==> config.mk <==
export PLATFORM = sky130hd
export DESIGN_NAME = hazard_forward_unit_flat
export DESIGN_NICKNAME = d
export VERILOG_FILES = /design/src/rtl/hazard_forward_if.sv /design/src/rtl/hazard_forward_unit.sv /design/src/flat_wrapper.sv
export SDC_FILE = /design/constraint.sdc
export NUM_CORES = 1
export LEC_CHECK = 0
export CAP_MARGIN = 15
export CORE_AREA = 3 3 74 76
export CTS_CLUSTER_DIAMETER = 40
export DETAILED_ROUTE_END_ITERATION = 8
export DIE_AREA = 0 0 77 79
export PLACE_DENSITY_LB_ADDON = 0.1
export SYNTH_ARGS = -nofsm -noshare
export SYNTH_HDL_FRONTEND = slang
export SYNTH_SLANG_ARGS = --single-unit
==> constraint.sdc <==
create_clock -name clk -period 2.37 [get_ports clk]
set_input_delay 0.3555 -clock clk [delete_from_list [all_inputs] [get_ports clk]]
set_output_delay 0.3555 -clock clk [all_outputs]
set_load 0.01 [all_outputs]
==> src/rtl/hazard_forward_if.sv <==
// Decode/EX/cache control bundle between the core pipeline and the hazard unit.
// The pipeline side is master; the hazard unit is slave.
interface hazard_forward_if #(
    parameter int REG_W = 5,
    parameter int CNT_W = 16
);
    logic             id_valid;
    logic [REG_W-1:0] id_rs1;
    logic [REG_W-1:0] id_rs2;
    logic             id_uses_rs1;
    logic             id_uses_rs2;
    logic [REG_W-1:0] id_rd;
    logic             id_reg_write;
    logic             id_mem_read;
    logic             ex_branch_taken;
    logic             dcache_stall;
    logic [1:0]       fwd_a_sel;
    logic [1:0]       fwd_b_sel;
    logic             stall_fd;
    logic             flush_fd;
    logic             bubble_ex;
    logic [CNT_W-1:0] stall_cycles;

    modport master (
        output id_valid, id_rs1, id_rs2,
        output id_uses_rs1, id_uses_rs2,
        output id_rd, id_reg_write, id_mem_read,
        output ex_branch_taken, dcache_stall,
        input  fwd_a_sel, fwd_b_sel,
        input  stall_fd, flush_fd, bubble_ex,
        input  stall_cycles
    );

    modport slave (
        input  id_valid, id_rs1, id_rs2,
        input  id_uses_rs1, id_uses_rs2,
        input  id_rd, id_reg_write, id_mem_read,
        input  ex_branch_taken, dcache_stall,
        output fwd_a_sel, fwd_b_sel,
        output stall_fd, flush_fd, bubble_ex,
        output stall_cycles
    );
endinterface

==> src/rtl/hazard_forward_unit.sv <==
// Hazard controller: shadow register tags, operand forwarding selects,
// load-use stall, branch flush and a saturating stall-cycle counter.
module hazard_forward_unit #(
    parameter int REG_W = 5,
    parameter int CNT_W = 16
) (
    input  logic                clk,
    input  logic                rst_n,
    hazard_forward_if.slave     hif
);

    typedef struct packed {
        logic             v;
        logic [REG_W-1:0] rd;
        logic             we;
        logic             mr;
        logic [REG_W-1:0] rs1;
        logic [REG_W-1:0] rs2;
        logic             u1;
        logic             u2;
    } ex_tag_t;

    typedef struct packed {
        logic             v;
        logic [REG_W-1:0] rd;
        logic             we;
        logic             mr;
    } mem_tag_t;

    typedef struct packed {
        logic             v;
        logic [REG_W-1:0] rd;
        logic             we;
    } wb_tag_t;

    ex_tag_t          ex_q;
    mem_tag_t         mem_q;
    wb_tag_t          wb_q;
    logic [CNT_W-1:0] cnt_q;

    logic lu;
    logic stall_fd;
    logic flush_fd;
    logic bubble_ex;
    logic hit1;
    logic hit2;

    function automatic logic [1:0] fsel(
        input logic [REG_W-1:0] rs,
        input logic             u,
        input mem_tag_t         m,
        input wb_tag_t          w
    );
        logic [1:0] s;
        s = 2'b00;
        // Loads in MEM are skipped: their data only exists from WB on.
        if (u && m.v && m.we && !m.mr && m.rd != '0 && m.rd == rs)
            s = 2'b11;
        else if (u && w.v && w.we && w.rd != '0 && w.rd == rs)
            s = 2'b01;
        return s;
    endfunction

    assign hit1 = hif.id_uses_rs1 && (hif.id_rs1 == ex_q.rd);
    assign hit2 = hif.id_uses_rs2 && (hif.id_rs2 == ex_q.rd);

    assign lu = hif.id_valid && ex_q.v && ex_q.mr && ex_q.we
              && (ex_q.rd != '0) && (hit1 || hit2);

    always_comb begin
        stall_fd  = 1'b0;
        flush_fd  = 1'b0;
        bubble_ex = 1'b0;
        if (rst_n) begin
            priority case (1'b1)
                hif.dcache_stall: stall_fd = 1'b1;
                hif.ex_branch_taken: begin
                    flush_fd  = 1'b1;
                    bubble_ex = 1'b1;
                end
                lu: begin
                    stall_fd  = 1'b1;
                    bubble_ex = 1'b1;
                end
                default: ;
            endcase
        end
    end

    always_ff @(posedge clk or negedge rst_n) begin
        if (!rst_n) begin
            ex_q  <= '0;
            mem_q <= '0;
            wb_q  <= '0;
        end else if (!hif.dcache_stall) begin
            wb_q  <= '{v: mem_q.v, rd: mem_q.rd, we: mem_q.we};
            mem_q <= '{v: ex_q.v, rd: ex_q.rd,
                       we: ex_q.we, mr: ex_q.mr};
            if (bubble_ex)
                ex_q <= '0;
            else
                ex_q <= '{v:   hif.id_valid,
                          rd:  hif.id_rd,
                          we:  hif.id_reg_write,
                          mr:  hif.id_mem_read,
                          rs1: hif.id_rs1,
                          rs2: hif.id_rs2,
                          u1:  hif.id_uses_rs1,
                          u2:  hif.id_uses_rs2};
        end
    end

    always_ff @(posedge clk or negedge rst_n) begin
        if (!rst_n)
            cnt_q <= '0;
        else if ((stall_fd || hif.dcache_stall) && cnt_q != '1)
            cnt_q <= cnt_q + 1'b1;
    end

    assign hif.fwd_a_sel    = fsel(ex_q.rs1, ex_q.u1, mem_q, wb_q);
    assign hif.fwd_b_sel    = fsel(ex_q.rs2, ex_q.u2, mem_q, wb_q);
    assign hif.stall_fd     = stall_fd;
    assign hif.flush_fd     = flush_fd;
    assign hif.bubble_ex    = bubble_ex;
    assign hif.stall_cycles = cnt_q;

endmodule
==> src/flat_wrapper.sv <==
// flat-port wrapper written by rule: the top's interface ports become plain ports
module hazard_forward_unit_flat 
#(
    parameter int REG_W = 5,
    parameter int CNT_W = 16
)
  (clk, rst_n, hif_id_valid, hif_id_rs1, hif_id_rs2, hif_id_uses_rs1, hif_id_uses_rs2, hif_id_rd, hif_id_reg_write, hif_id_mem_read, hif_ex_branch_taken, hif_dcache_stall, hif_fwd_a_sel, hif_fwd_b_sel, hif_stall_fd, hif_flush_fd, hif_bubble_ex, hif_stall_cycles);
  hazard_forward_if #(.REG_W(REG_W), .CNT_W(CNT_W)) hif_i ();
  input  logic clk;
  input  logic rst_n;
  input wire logic [$bits(hif_i.id_valid)-1:0] hif_id_valid;
  input wire logic [$bits(hif_i.id_rs1)-1:0] hif_id_rs1;
  input wire logic [$bits(hif_i.id_rs2)-1:0] hif_id_rs2;
  input wire logic [$bits(hif_i.id_uses_rs1)-1:0] hif_id_uses_rs1;
  input wire logic [$bits(hif_i.id_uses_rs2)-1:0] hif_id_uses_rs2;
  input wire logic [$bits(hif_i.id_rd)-1:0] hif_id_rd;
  input wire logic [$bits(hif_i.id_reg_write)-1:0] hif_id_reg_write;
  input wire logic [$bits(hif_i.id_mem_read)-1:0] hif_id_mem_read;
  input wire logic [$bits(hif_i.ex_branch_taken)-1:0] hif_ex_branch_taken;
  input wire logic [$bits(hif_i.dcache_stall)-1:0] hif_dcache_stall;
  output wire logic [$bits(hif_i.fwd_a_sel)-1:0] hif_fwd_a_sel;
  output wire logic [$bits(hif_i.fwd_b_sel)-1:0] hif_fwd_b_sel;
  output wire logic [$bits(hif_i.stall_fd)-1:0] hif_stall_fd;
  output wire logic [$bits(hif_i.flush_fd)-1:0] hif_flush_fd;
  output wire logic [$bits(hif_i.bubble_ex)-1:0] hif_bubble_ex;
  output wire logic [$bits(hif_i.stall_cycles)-1:0] hif_stall_cycles;
  assign hif_i.id_valid = hif_id_valid;
  assign hif_i.id_rs1 = hif_id_rs1;
  assign hif_i.id_rs2 = hif_id_rs2;
  assign hif_i.id_uses_rs1 = hif_id_uses_rs1;
  assign hif_i.id_uses_rs2 = hif_id_uses_rs2;
  assign hif_i.id_rd = hif_id_rd;
  assign hif_i.id_reg_write = hif_id_reg_write;
  assign hif_i.id_mem_read = hif_id_mem_read;
  assign hif_i.ex_branch_taken = hif_ex_branch_taken;
  assign hif_i.dcache_stall = hif_dcache_stall;
  assign hif_fwd_a_sel = hif_i.fwd_a_sel;
  assign hif_fwd_b_sel = hif_i.fwd_b_sel;
  assign hif_stall_fd = hif_i.stall_fd;
  assign hif_flush_fd = hif_i.flush_fd;
  assign hif_bubble_ex = hif_i.bubble_ex;
  assign hif_stall_cycles = hif_i.stall_cycles;
  hazard_forward_unit #(.REG_W(REG_W), .CNT_W(CNT_W)) u_core (.clk(clk), .rst_n(rst_n), .hif(hif_i));
endmodule
Word-level counts from Yosys, hierarchy flattened:

Index checks and enable logic that the tools add are counted.

* register bits after elaboration: 51
* input port bits: 24
* word-level logic and storage cells: 71

* add/sub/neg operators: 1
* eq/ne operators: 7
* multiplexer cells: 15
* reductions and logical operators: 32

Operators with widths (number)
* $eq 5x5->1: 6
* $logic_and 1x1->1: 26
* $mux 20: 1
* $add 16x1->16 const B: 1
* $ne 16x16->1 const B: 1
* $reduce_bool 5->1: 3
* $mux 1: 12
* $mux 2: 2
* $logic_or 1x1->1: 2
* $logic_not 1->1: 1

Longest topological paths before layout:

* depth in word-level cells: 11
* mapped depth: 8
* gate-level depth less buffers: 7

Least setup slack after synthesis:

No wires, ideal clock.

* path type: reg-to-reg
* start: register u_core.cnt_q[0] (netlist: u_core.hif.stall_cycles[0])
* end: register u_core.cnt_q[14] (netlist: u_core.hif.stall_cycles[14])
* library setup time: 79 ps
* data arrival time: 1802 ps
* data required time: 2291 ps
* slack: 489 ps
* stages on the path, launching flop included: 9
* period minus slack after synthesis: 1881 ps
* cells stage by stage: dfrtp_1 ha_1 and4_1 and3_1 inv_1 nor3_4 buf_6 nor4_1 xor2_1

* word-level cells in the longest chain between the ends: 2
* elaborated cells between the ends (all ways): 3
* those cells by class: add/sub (1); eq/ne (1); reduce/logical (1)

RTL lines
* start: declaration: RTL line hazard_forward_unit.sv:39 `logic [CNT_W-1:0] cnt_q;`
* start signal: assignment: RTL line hazard_forward_unit.sv:117 `cnt_q <= cnt_q + 1'b1;`
* branches (longest 2 deep; another with $add 16x1->16)

Several ways; the timed one is not identified.
A chain may end at the register's enable or synchronous reset.

Worst setup path in the final report:

* start: input hif_id_rs2[3]
* end: register u_core.cnt_q[6] (netlist: u_core.hif.stall_cycles[6])

* word-level cells in the longest chain between the ends: 10

RTL lines
* start: declaration: RTL line flat_wrapper.sv:13 `input wire logic [$bits(hif_i.id_rs2)-1:0] hif_id_rs2;`
* $eq 5x5->1: RTL line hazard_forward_unit.sv:65 `assign hit2 = hif.id_uses_rs2 && (hif.id_rs2 == ex_q.rd);`
* $logic_and 1x1->1: RTL line hazard_forward_unit.sv:65
* $logic_or 1x1->1: RTL line hazard_forward_unit.sv:68 `&& (ex_q.rd != '0) && (hit1 || hit2);`
* $logic_and 1x1->1: RTL line hazard_forward_unit.sv:68
* $mux 1 (3 in a row): RTL line hazard_forward_unit.sv:75 `priority case (1'b1)`
* $mux 1: RTL line hazard_forward_unit.sv:74 `if (rst_n) begin`
* $logic_or 1x1->1: RTL line hazard_forward_unit.sv:116 `else if ((stall_fd || hif.dcache_stall) && cnt_q != '1)`
* $logic_and 1x1->1: RTL line hazard_forward_unit.sv:116

Every way passes these cells.

==> impl_metrics.xml <==
<?xml version="1.0" encoding="UTF-8"?>
<metrics>
  <group name="status">
    <metric name="status" unit="">completed</metric>
  </group>
  <group name="yosys">
    <metric name="synth_edf_count" unit="">0</metric>
    <metric name="syn_area_per_cell" unit="sq um">11.9</metric>
    <metric name="synth_area" unit="sq um">2540</metric>
    <metric name="yosysSeqAreaShare" unit="">0.502</metric>
    <metric name="synth_async_sr_flop_share" unit="">1.00</metric>
    <metric name="synth_warnings" unit="">0</metric>
    <metric name="synth_flop_cell" unit="">dfrtp_1</metric>
    <metric name="ys_ff_latch" unit="">51</metric>
    <metric name="synth_fp_nets" unit="">238</metric>
    <metric name="synth_cell_type_count" unit="">36</metric>
    <metric name="synthCells" unit="">213</metric>
  </group>
  <group name="floorplanning">
    <metric name="fp-row-count" unit="">25</metric>
    <metric name="dieHeight" unit="um">79</metric>
    <metric name="die_x" unit="um">77</metric>
    <metric name="core_area" unit="sq um">4790</metric>
    <metric name="design.portCount" unit="">47</metric>
    <metric name="die-area" unit="sq um">6080</metric>
    <metric name="starting_utilization_of_the_core_area" unit="">0.532</metric>
  </group>
  <group name="global_routing">
    <metric name="grt_remaining_overflow" unit="">0</metric>
    <metric name="use_met2" unit="">0.362</metric>
    <metric name="antenna_violations_before_repair" unit="">0</metric>
    <metric name="groute.usage.overall" unit="">0.208</metric>
    <metric name="global_route_hottest_layer" unit="">met2</metric>
    <metric name="grt.met1_usage" unit="">0.254</metric>
    <metric name="grt_first_pass_wirelength" unit="mm">9.93</metric>
    <metric name="global_route.usage.met3" unit="">0.0454</metric>
    <metric name="via_count_of_the_first_global_routing_pass" unit="">2000</metric>
    <metric name="largest_net_degree_at_the_start_of_global_routing" unit="">23</metric>
  </group>
  <group name="finish">
    <metric name="area_occupied_by_multi_input_gates" unit="sq um">1230</metric>
    <metric name="area_growth" unit="%">32.9</metric>
    <metric name="diodes" unit="">0</metric>
    <metric name="post-route-util" unit="">0.706</metric>
    <metric name="final_nets" unit="">310</metric>
    <metric name="sequential_cell_area" unit="sq um">1280</metric>
    <metric name="n_fill_cell" unit="">351</metric>
    <metric name="post_route_cells_drive_above_1_share" unit="">0.231</metric>
  </group>
  <group name="placed_design">
    <metric name="detailedPlacementHpwl" unit="mm">4.24</metric>
    <metric name="finalWeightedCongestion" unit="">0.825</metric>
    <metric name="port-buffer-count" unit="">46</metric>
  </group>
  <group name="timing">
    <metric name="hold_viol_final" unit="">0</metric>
    <metric name="layout_min_cycle_time" unit="ps">2280</metric>
    <metric name="max-slew-margin-rel" unit="">0.741</metric>
    <metric name="clock.fmax" unit="MHz">438</metric>
    <metric name="final.setup_skew" unit="ps">2.90</metric>
    <metric name="setup_viol_count_final" unit="">0</metric>
    <metric name="setup_tns" unit="ps">0</metric>
    <metric name="tightestPinTransition" unit="ps">388</metric>
    <metric name="rsz0062_at_grt" unit="">false</metric>
    <metric name="min_period_over_period" unit="">0.963</metric>
    <metric name="maxSlewViolCount" unit="">0</metric>
  </group>
  <group name="route">
    <metric name="via_count" unit="">1920</metric>
    <metric name="dr.first_iter.drc_count" unit="">96</metric>
    <metric name="finalWirelength" unit="mm">5.83</metric>
    <metric name="route.antenna.remaining_nets" unit="">0</metric>
    <metric name="drt-vias-per-instance" unit="">5.44</metric>
    <metric name="wl_per_cell" unit="um">16.5</metric>
    <metric name="drt_pass1_iterations" unit="">4</metric>
    <metric name="drc" unit="">0</metric>
  </group>
  <group name="worst_setup_path">
    <metric name="cp_cell_sequence" unit="">clkdlybuf4s50_1, xnor2_1, nand4_1, o22ai_2, buf_4, buf_4, a41oi_4, buf_4, nor3_1, xor2_1</metric>
    <metric name="worstPathArrival" unit="ps">2510</metric>
    <metric name="max_fo_critical_path" unit="">7</metric>
    <metric name="r2r_setup_slack" unit="ps">150</metric>
    <metric name="crit_path_end_kind" unit="">flip-flop</metric>
    <metric name="timing.critical_path.slowest_stage_cell" unit="">clkdlybuf4s50_1</metric>
    <metric name="worstSetupPathType" unit="">in2reg</metric>
    <metric name="crit_path_frequent_cell" unit="">buf_4</metric>
    <metric name="worst_ep_required_time" unit="ps">2600</metric>
    <metric name="ff2ff_path_depth" unit="">9</metric>
    <metric name="timing.critical_path.from_type" unit="">input port</metric>
    <metric name="delay_of_the_slowest_cell_on_the_worst_path" unit="ps">510</metric>
  </group>
  <group name="cts">
    <metric name="cts.root.buffer_cell" unit="">clkbuf_8</metric>
    <metric name="max-clock-path-buffers" unit="">2</metric>
    <metric name="clk_latency" unit="ps">300</metric>
    <metric name="ctsHtreeMaxLevel" unit="">2</metric>
    <metric name="clk_pin_slew" unit="ps">90</metric>
    <metric name="tritoncts_sinks" unit="">51</metric>
    <metric name="number_of_clock_buffers_inserted_by_tritoncts" unit="">5</metric>
    <metric name="cts_tree" unit="">built</metric>
  </group>
  <group name="power_and_ir_drop">
    <metric name="power.static_leakage" unit="nW">1.51</metric>
    <metric name="finalPower" unit="mW">2.68</metric>
    <metric name="power_per_cell_area" unit="nW/um^2">792</metric>
    <metric name="power.ir.vdd_worst" unit="mV">0.677</metric>
  </group>
  <group name="hold_path">
    <metric name="worst_hold_path_type" unit="">in2async</metric>
  </group>
  <group name="job">
    <metric name="max_cap_violations" unit="">0</metric>
  </group>
</metrics>
==> through the flow <==
stage | cells | area, sq um | worst slack (ps) | hold WS (ps)
after detailed placement | 338 | 3190 | -365 | 258
after CTS | 352 | 3370 | 10.5 | 133
final | 353 | 3380 | 86.6 | 127
after floorplan | 213 | 2540 | 489 | 59.9
after global routing | 353 | 3380 | 4.43 | 152
after global placement | 338 | 3190 | -309 | 251
==> routing by layer <==
layer / part of all wire / vias up
met2: 0.50 / 42
li1: - / 918
met4: 0.015 / 0
met1: 0.43 / 953
met5: 0 / -
met3: 0.047 / 7
==> Yosys cell counts, types with 2 or more instances <==
cell type	number	area (sq um)
a21oi_1	2	10.0
a22o_1	19	166
buf_2	2	10.0
buf_6	2	22.5
clkbuf_1	4	15.0
dfrtp_1	51	1280
inv_1	2	7.51
mux2_2	17	191
nand2_1	12	45.0
nand3_1	7	35.0
nand4_1	6	37.5
nor2_1	7	26.3
nor3_1	8	40.0
nor4_1	7	43.8
o21ai_0	3	15.0
o31ai_1	2	15.0
or3_1	2	12.5
xnor2_1	14	123
xor2_1	29	254
==> state kept, by name, summed over array words and instances (netlist names) <==
register and count:
u_core.hif.stall_cycles 16, u_core.ex_q 20, u_core.wb_q 7, u_core.mem_q 8
==> worst paths after layout <==
path | start | to
max in group asynchronous | rst_n | u_core.hif.stall_cycles[11]
worst min-delay path | rst_n | u_core.hif.stall_cycles[0]
worst max register to register | u_core.ex_q[17] | u_core.hif.stall_cycles[6]
min in group clk | u_core.hif.stall_cycles[15] | u_core.hif.stall_cycles[15]
worst min register to register | u_core.hif.stall_cycles[15] | u_core.hif.stall_cycles[15]
worst max-delay path | hif_id_rs2[3] | u_core.hif.stall_cycles[6]
==> report_power, final <==
group / switching, mW / internal (mW)
combinational: 0.297 / 0.429
sequential: 0.200 / 1.03
clock: 0.295 / 0.421
==> placed cells by master (no fill, tap or decap), types with 5 or more instances in the layout <==
cell type,synthesis,routed
nor2_1,7,7
nor4_1,7,5
dfrtp_1,51,50
nand3_1,7,7
nand4_1,6,6
clkbuf_8,0,5
buf_4,0,26
nor3_1,8,8
a22o_1,19,19
xor2_1,29,29
nand2_1,12,12
mux2_2,17,17
clkdlybuf4s50_1,0,39
xnor2_1,14,14
==> logic make-up after synthesis <==
group,after synthesis,share of synthesized area
buffers and inverters,10,0.0216
adder cells (fa/ha/maj),1,0.00492
flip-flops,51,0.502
AO/OA/AOI/OAI,32,0.111
multiplexers,17,0.0753
AND/OR/NAND/NOR,59,0.138
XOR/XNOR,43,0.148
==> what timing repair did <==
action                                  in CTS  in global routing
endpoints found under the setup margin       6                  2
buffers inserted                             5                  1
gates resized for setup                     10                  5
hold buffers                                 1                  0
pin swaps                                    3                  2
hold endpoints to repair                     8                  0
==> layout make-up <==
cell class,instances,share of cell area
multi-input combinational,152,0.364
inverter,2,0.00222
clock inverter,3,0.0200
sequential,51,0.378
tap,67,0.0248
clock buffer,5,0.0204
timing repair buffer,73,0.191
==> worst max-delay path, delay by kind of cell <==
family | cells | cell delay (ps)
buf+inv | 4 | 950
simple gates | 2 | 450
compound gates | 2 | 420
xor+xnor | 2 | 330
Power figures use the tool's default switching activity.
